File: config.mk
export PLATFORM = sky130hd
export DESIGN_NAME = traffic_sensor_conditioner
export DESIGN_NICKNAME = d
export VERILOG_FILES = /design/src/rtl/traffic_sensor_conditioner.sv
export SDC_FILE = /design/constraint.sdc
export NUM_CORES = 1
export LEC_CHECK = 0
export ABC_AREA = 0
export CAP_MARGIN = 10
export CORE_MARGIN = 4
export CORE_UTILIZATION = 59
export DETAILED_ROUTE_END_ITERATION = 12
export HOLD_SLACK_MARGIN = 0.05
export PLACE_DENSITY = 0.87
export SYNTH_ARGS = -nofsm -noshare
export SYNTH_HDL_FRONTEND = slang
export SYNTH_HIERARCHICAL = 1
export SYNTH_SLANG_ARGS = --single-unit
File: constraint.sdc
create_clock -name clk -period 2.7 [get_ports clk]
set_input_delay 0.54 -clock clk [delete_from_list [all_inputs] [get_ports clk]]
set_output_delay 0.54 -clock clk [all_outputs]
set_load 0.01 [all_outputs]
File: src/rtl/traffic_sensor_conditioner.sv
// Lane detector conditioner: 2-flop sync, debounce and gap-hold per lane.
// Optional vehicle counters enabled by defining TSC_CAR_COUNT_EN.

module tsc_lane #(
    parameter int DEBOUNCE_CYCLES = 4,
    parameter int HOLD_CYCLES     = 8
) (
    input  logic clk,
    input  logic rst,
    input  logic i_raw,
`ifdef TSC_CAR_COUNT_EN
    output logic o_new_car,
`endif
    output logic o_present
);

    localparam int MAXC = (DEBOUNCE_CYCLES > HOLD_CYCLES) ?
                          DEBOUNCE_CYCLES : HOLD_CYCLES;
    localparam int CW   = $clog2(MAXC + 1);

    localparam logic [CW-1:0] L_DEB_LAST = CW'(DEBOUNCE_CYCLES - 1);
    localparam logic [CW-1:0] L_HOLD     = CW'(HOLD_CYCLES);
    localparam logic [CW-1:0] L_ONE      = CW'(1);

    typedef enum logic [1:0] {
        IDLE,
        ARM,
        PRESENT,
        HOLD
    } state_t;

    logic          r_ff1;
    logic          r_ff2;
    state_t        r_state;
    state_t        w_state_n;
    logic [CW-1:0] r_cnt;
    logic [CW-1:0] w_cnt_n;
    logic          r_tx;
    logic          w_tx_n;

    always_ff @(posedge clk or negedge rst) begin
        if (!rst) begin
            r_ff1 <= 1'b0;
            r_ff2 <= 1'b0;
        end else begin
            r_ff1 <= i_raw;
            r_ff2 <= r_ff1;
        end
    end

    always_ff @(posedge clk or negedge rst) begin
        if (!rst) begin
            r_state <= IDLE;
            r_cnt   <= '0;
            r_tx    <= 1'b0;
        end else begin
            r_state <= w_state_n;
            r_cnt   <= w_cnt_n;
            r_tx    <= w_tx_n;
        end
    end

    always_comb begin
        w_state_n = r_state;
        w_cnt_n   = r_cnt;
        unique case (r_state)
            IDLE: begin
                if (r_ff2) begin
                    if (DEBOUNCE_CYCLES == 1) begin
                        w_state_n = PRESENT;
                        w_cnt_n   = '0;
                    end else begin
                        w_state_n = ARM;
                        w_cnt_n   = L_ONE;
                    end
                end
            end
            ARM: begin
                if (!r_ff2) begin
                    w_state_n = IDLE;
                    w_cnt_n   = '0;
                end else if (r_cnt == L_DEB_LAST) begin
                    w_state_n = PRESENT;
                    w_cnt_n   = '0;
                end else begin
                    w_cnt_n = r_cnt + L_ONE;
                end
            end
            PRESENT: begin
                if (!r_ff2) begin
                    if (HOLD_CYCLES == 0) begin
                        w_state_n = IDLE;
                        w_cnt_n   = '0;
                    end else begin
                        w_state_n = HOLD;
                        w_cnt_n   = L_ONE;
                    end
                end
            end
            HOLD: begin
                // Returning traffic during the gap is the same vehicle
                if (r_ff2) begin
                    w_state_n = PRESENT;
                    w_cnt_n   = '0;
                end else if (r_cnt == L_HOLD) begin
                    w_state_n = IDLE;
                    w_cnt_n   = '0;
                end else begin
                    w_cnt_n = r_cnt + L_ONE;
                end
            end
            default: begin
                w_state_n = IDLE;
                w_cnt_n   = '0;
            end
        endcase
    end

    assign w_tx_n    = (w_state_n == PRESENT) || (w_state_n == HOLD);
    assign o_present = r_tx;

`ifdef TSC_CAR_COUNT_EN
    assign o_new_car = ((r_state == IDLE) || (r_state == ARM)) &&
                       (w_state_n == PRESENT);
`endif

endmodule

module traffic_sensor_conditioner #(
    parameter int DEBOUNCE_CYCLES = 4,
    parameter int HOLD_CYCLES     = 8
`ifdef TSC_CAR_COUNT_EN
    ,
    parameter int COUNT_W         = 8
`endif
) (
    input  logic               clk,
    input  logic               rst,
    input  logic               sa_raw,
    input  logic               sb_raw,
`ifdef TSC_CAR_COUNT_EN
    input  logic               cnt_clr,
    output logic [COUNT_W-1:0] count_a,
    output logic [COUNT_W-1:0] count_b,
`endif
    output logic               TA,
    output logic               TB
);

`ifdef TSC_CAR_COUNT_EN
    logic               w_new_a;
    logic               w_new_b;
    logic [COUNT_W-1:0] r_count_a;
    logic [COUNT_W-1:0] r_count_b;
`endif

    tsc_lane #(
        .DEBOUNCE_CYCLES(DEBOUNCE_CYCLES),
        .HOLD_CYCLES    (HOLD_CYCLES)
    ) u_lane_a (
        .clk      (clk),
        .rst      (rst),
        .i_raw    (sa_raw),
`ifdef TSC_CAR_COUNT_EN
        .o_new_car(w_new_a),
`endif
        .o_present(TA)
    );

    tsc_lane #(
        .DEBOUNCE_CYCLES(DEBOUNCE_CYCLES),
        .HOLD_CYCLES    (HOLD_CYCLES)
    ) u_lane_b (
        .clk      (clk),
        .rst      (rst),
        .i_raw    (sb_raw),
`ifdef TSC_CAR_COUNT_EN
        .o_new_car(w_new_b),
`endif
        .o_present(TB)
    );

`ifdef TSC_CAR_COUNT_EN
    // Clear has priority; counts stick at all-ones
    always_ff @(posedge clk or negedge rst) begin
        if (!rst) begin
            r_count_a <= '0;
            r_count_b <= '0;
        end else if (cnt_clr) begin
            r_count_a <= '0;
            r_count_b <= '0;
        end else begin
            if (w_new_a && (r_count_a != '1))
                r_count_a <= r_count_a + COUNT_W'(1);
            if (w_new_b && (r_count_b != '1))
                r_count_b <= r_count_b + COUNT_W'(1);
        end
    end

    assign count_a = r_count_a;
    assign count_b = r_count_b;
`endif

endmodule

==> reports/summary.txt <==
WL/cell = 14.24 um
Via Count = 631
area post-placement = 902.1 um^2
Crit. Startpoint = u_lane_a/r_state[1]
DIE WIDTH = 46.09 um
overall routing resource usage = 17.73%
CTS tree = yes
nets@finish = 98
Ports = 6
final setup fails = 0
Crit Path Max Fanout = 7
Sink Count = 16
Post-DRT Antenna Nets = 0
Max clock buf depth = 2
Starting Density = 64.17%
total gr overflow = 0
Max VDD drop = 0.4233 mV
Layout fillers = 99
CTS hold repair buffers = 0
initial antenna violation count = 0
row count = 13
vias in the first global route = 616
Die Ht = 46.09 um
critical path class = reg -> out
normalized max-slew margin = 55.14%
Setup crit end kind = primary output
Initial DRC Count = 19
syn avg cell area = 10.44 um^2
actual slew at the worst max-slew pin = 0.6708 ns
Final Skew = 0.004483 ns
Yosys reg bits = 16
post-CTS setup buffer count = 0
Ys Warns = 6
# resized after CTS = 0
unrepaired setup endpoints after global routing = false
core region area = 0.001334 mm^2
f_max = 0.5350 GHz
hold_sp = u_lane_b/r_ff1
CP max stage cell = clkdlybuf4s50_1
first-pass GRT wire length = 2656 um
Setup TNS = 0 ns
synthesized netlist cell count = 82
Worst-path clk slew = 0.09 ns
Max Slew Vio Count = 0
area occupied by multi-input gates = 410.4 um^2
PwrDens = 507.4 mW/mm^2
hold_ws = 0.3577 ns
Pleak = 0.0004133 uW
Final Util = 70.36%
area grow syn2layout = 9.649%
synthesized area = 855.8 um^2
worst path required time = 2.16 ns
crit path DAT = 1.33 ns
DRT Wirelength = 1481 um
CP Cell Sequence = clkdlybuf4s50_1
Buffers on Ports = 5
DRC viols = 0
Clock Tree Root = clkbuf_4
largest net degree at the start of global routing = 17
Worst Path Buf+Inv = 1
worst min path class = reg -> reg
reg2reg start = u_lane_a/r_cnt[0]
Top Family by Delay on Critical Path = buffers and inverters
register area = 400.4 um^2
diodes inserted = 0
final hold violations = 0
Yosys top cell area share = 46.78%
top post-synthesis cells by area = dfrtp_1 47%, ha_1 5.8%, o22ai_1 5.8%, nand2_1 5.3%, and3b_2 4.7%
die area = 0.002124 mm^2
Synth Net Count = 90
Num CTS Buffers = 3
post-DP HPWL = 1045 um
post-synth top area cell = dfrtp_1
Clk Latency, worst-skew pair = 0.29 ns
Distinct cells, synth = 18
CP startpoint kind = flip-flop
max-cap violations = 0
sequential area share after synthesis = 46.78%
crit-path max cell delay = 0.58 ns
H-tree level count = 1
final instance area = 938.4 um^2
1st-pass router iterations = 4
status = finished clean
via/cell ratio = 6.067
fraction of layout cells with a size suffix above 1 = 13.48%
Final period util = 69.22%
final worst path period need = 1.869 ns
routability cong. = 0.8370
[stage by stage]
step / power, uW / setup WS (ns) / cells
floorplan: 308.2 / 1.378 / 82
global placement: 321.6 / 1.172 / 100
detailed placement: 324.8 / 1.137 / 100
CTS: 477.5 / 0.8147 / 104
global route: 501.6 / 0.7542 / 104
finish: 476.1 / 0.8309 / 104
[final cells by class]
cell class              instances  area share [%]
multi-input cells              58           43.73
clock buffers                   4           3.867
flip-flops and latches         16           42.67
well taps                      15           2.000
repair buffers                  5           5.333
inverters                       6           2.400
[layout by cell type, fill, tap and decap left out]
master            n
a311o_2           2
o22ai_1           8
nand2_1          12
nand3_1           2
nand3b_1          4
clkdlybuf4s50_1   5
a31oi_1           2
xnor2_1           4
and2b_2           2
o21ai_0           6
inv_1             6
and3b_2           4
clkbuf_4          3
dfrtp_1          16
ha_1              4
a21o_1            2
xor2_1            2
o32a_1            2
clkbuf_8          1
nor3b_1           2
[synthesized netlist by cell type]
cell type  count
nand3_1        2
dfrtp_1       16
and2b_2        2
a311o_2        2
nand3b_1       4
o21ai_0        6
inv_1          6
nand2_1       12
o22ai_1        8
xor2_1         2
nor3b_1        2
ha_1           4
xnor2_1        4
a21o_1         2
a31oi_1        2
buf_6          2
and3b_2        4
o32a_1         2
[final timing paths]
kind | cells after the start | slack [ns] | end
worst min-delay path | 0 | 0.36 | u_lane_b/r_ff2
min in group asynchronous | 1 | 0.65 | u_lane_b/r_state[0]
max in group asynchronous | 1 | 1.62 | u_lane_b/r_state[1]
worst min register to register | 0 | 0.36 | u_lane_b/r_ff2
worst max-delay path | 1 | 0.83 | TA
worst max register to register | 4 | 1.21 | u_lane_a/r_cnt[2]
[flip-flops by register name, indices dropped and copies added, names as in the netlist]
signal            cells
u_lane_a/r_cnt        4
u_lane_a/r_state      2
u_lane_b/r_ff2        1
u_lane_b/r_state      2
u_lane_b/r_cnt        4
u_lane_b/r_ff1        1
u_lane_a/r_ff2        1
u_lane_a/r_ff1        1
[cells by family (layout without fill, tap and decap cells)]
kind of cell               Yosys count  count (layout)  synth area share (%)
AOI/OAI and AO/OA                   22              22                 17.54
xor gates and xnor gates             6               6                 6.140
adders and majority gates            4               4                 5.848
buffers and inverters                8              15                 5.263
DFF                                 16              16                 46.78
and+or+nand+nor                     26              26                 18.42
[where the power goes]
group | switching (uW) | internal, uW
Sequential | 15.1 | 251
Clock | 73.1 | 82.1
Combinational | 27.6 | 27.2
[routing by layer]
layer | up-vias | share of wire, % | track usage (%)
met5 | - | 0 | 0
met4 | 0 | 1.8 | 6.818
met3 | 4 | 4.2 | 5.859
met2 | 17 | 43 | 26.37
met1 | 302 | 51 | 23.76
li1 | 308 | - | -
Note: power is estimated with default switching activity, not from simulation.
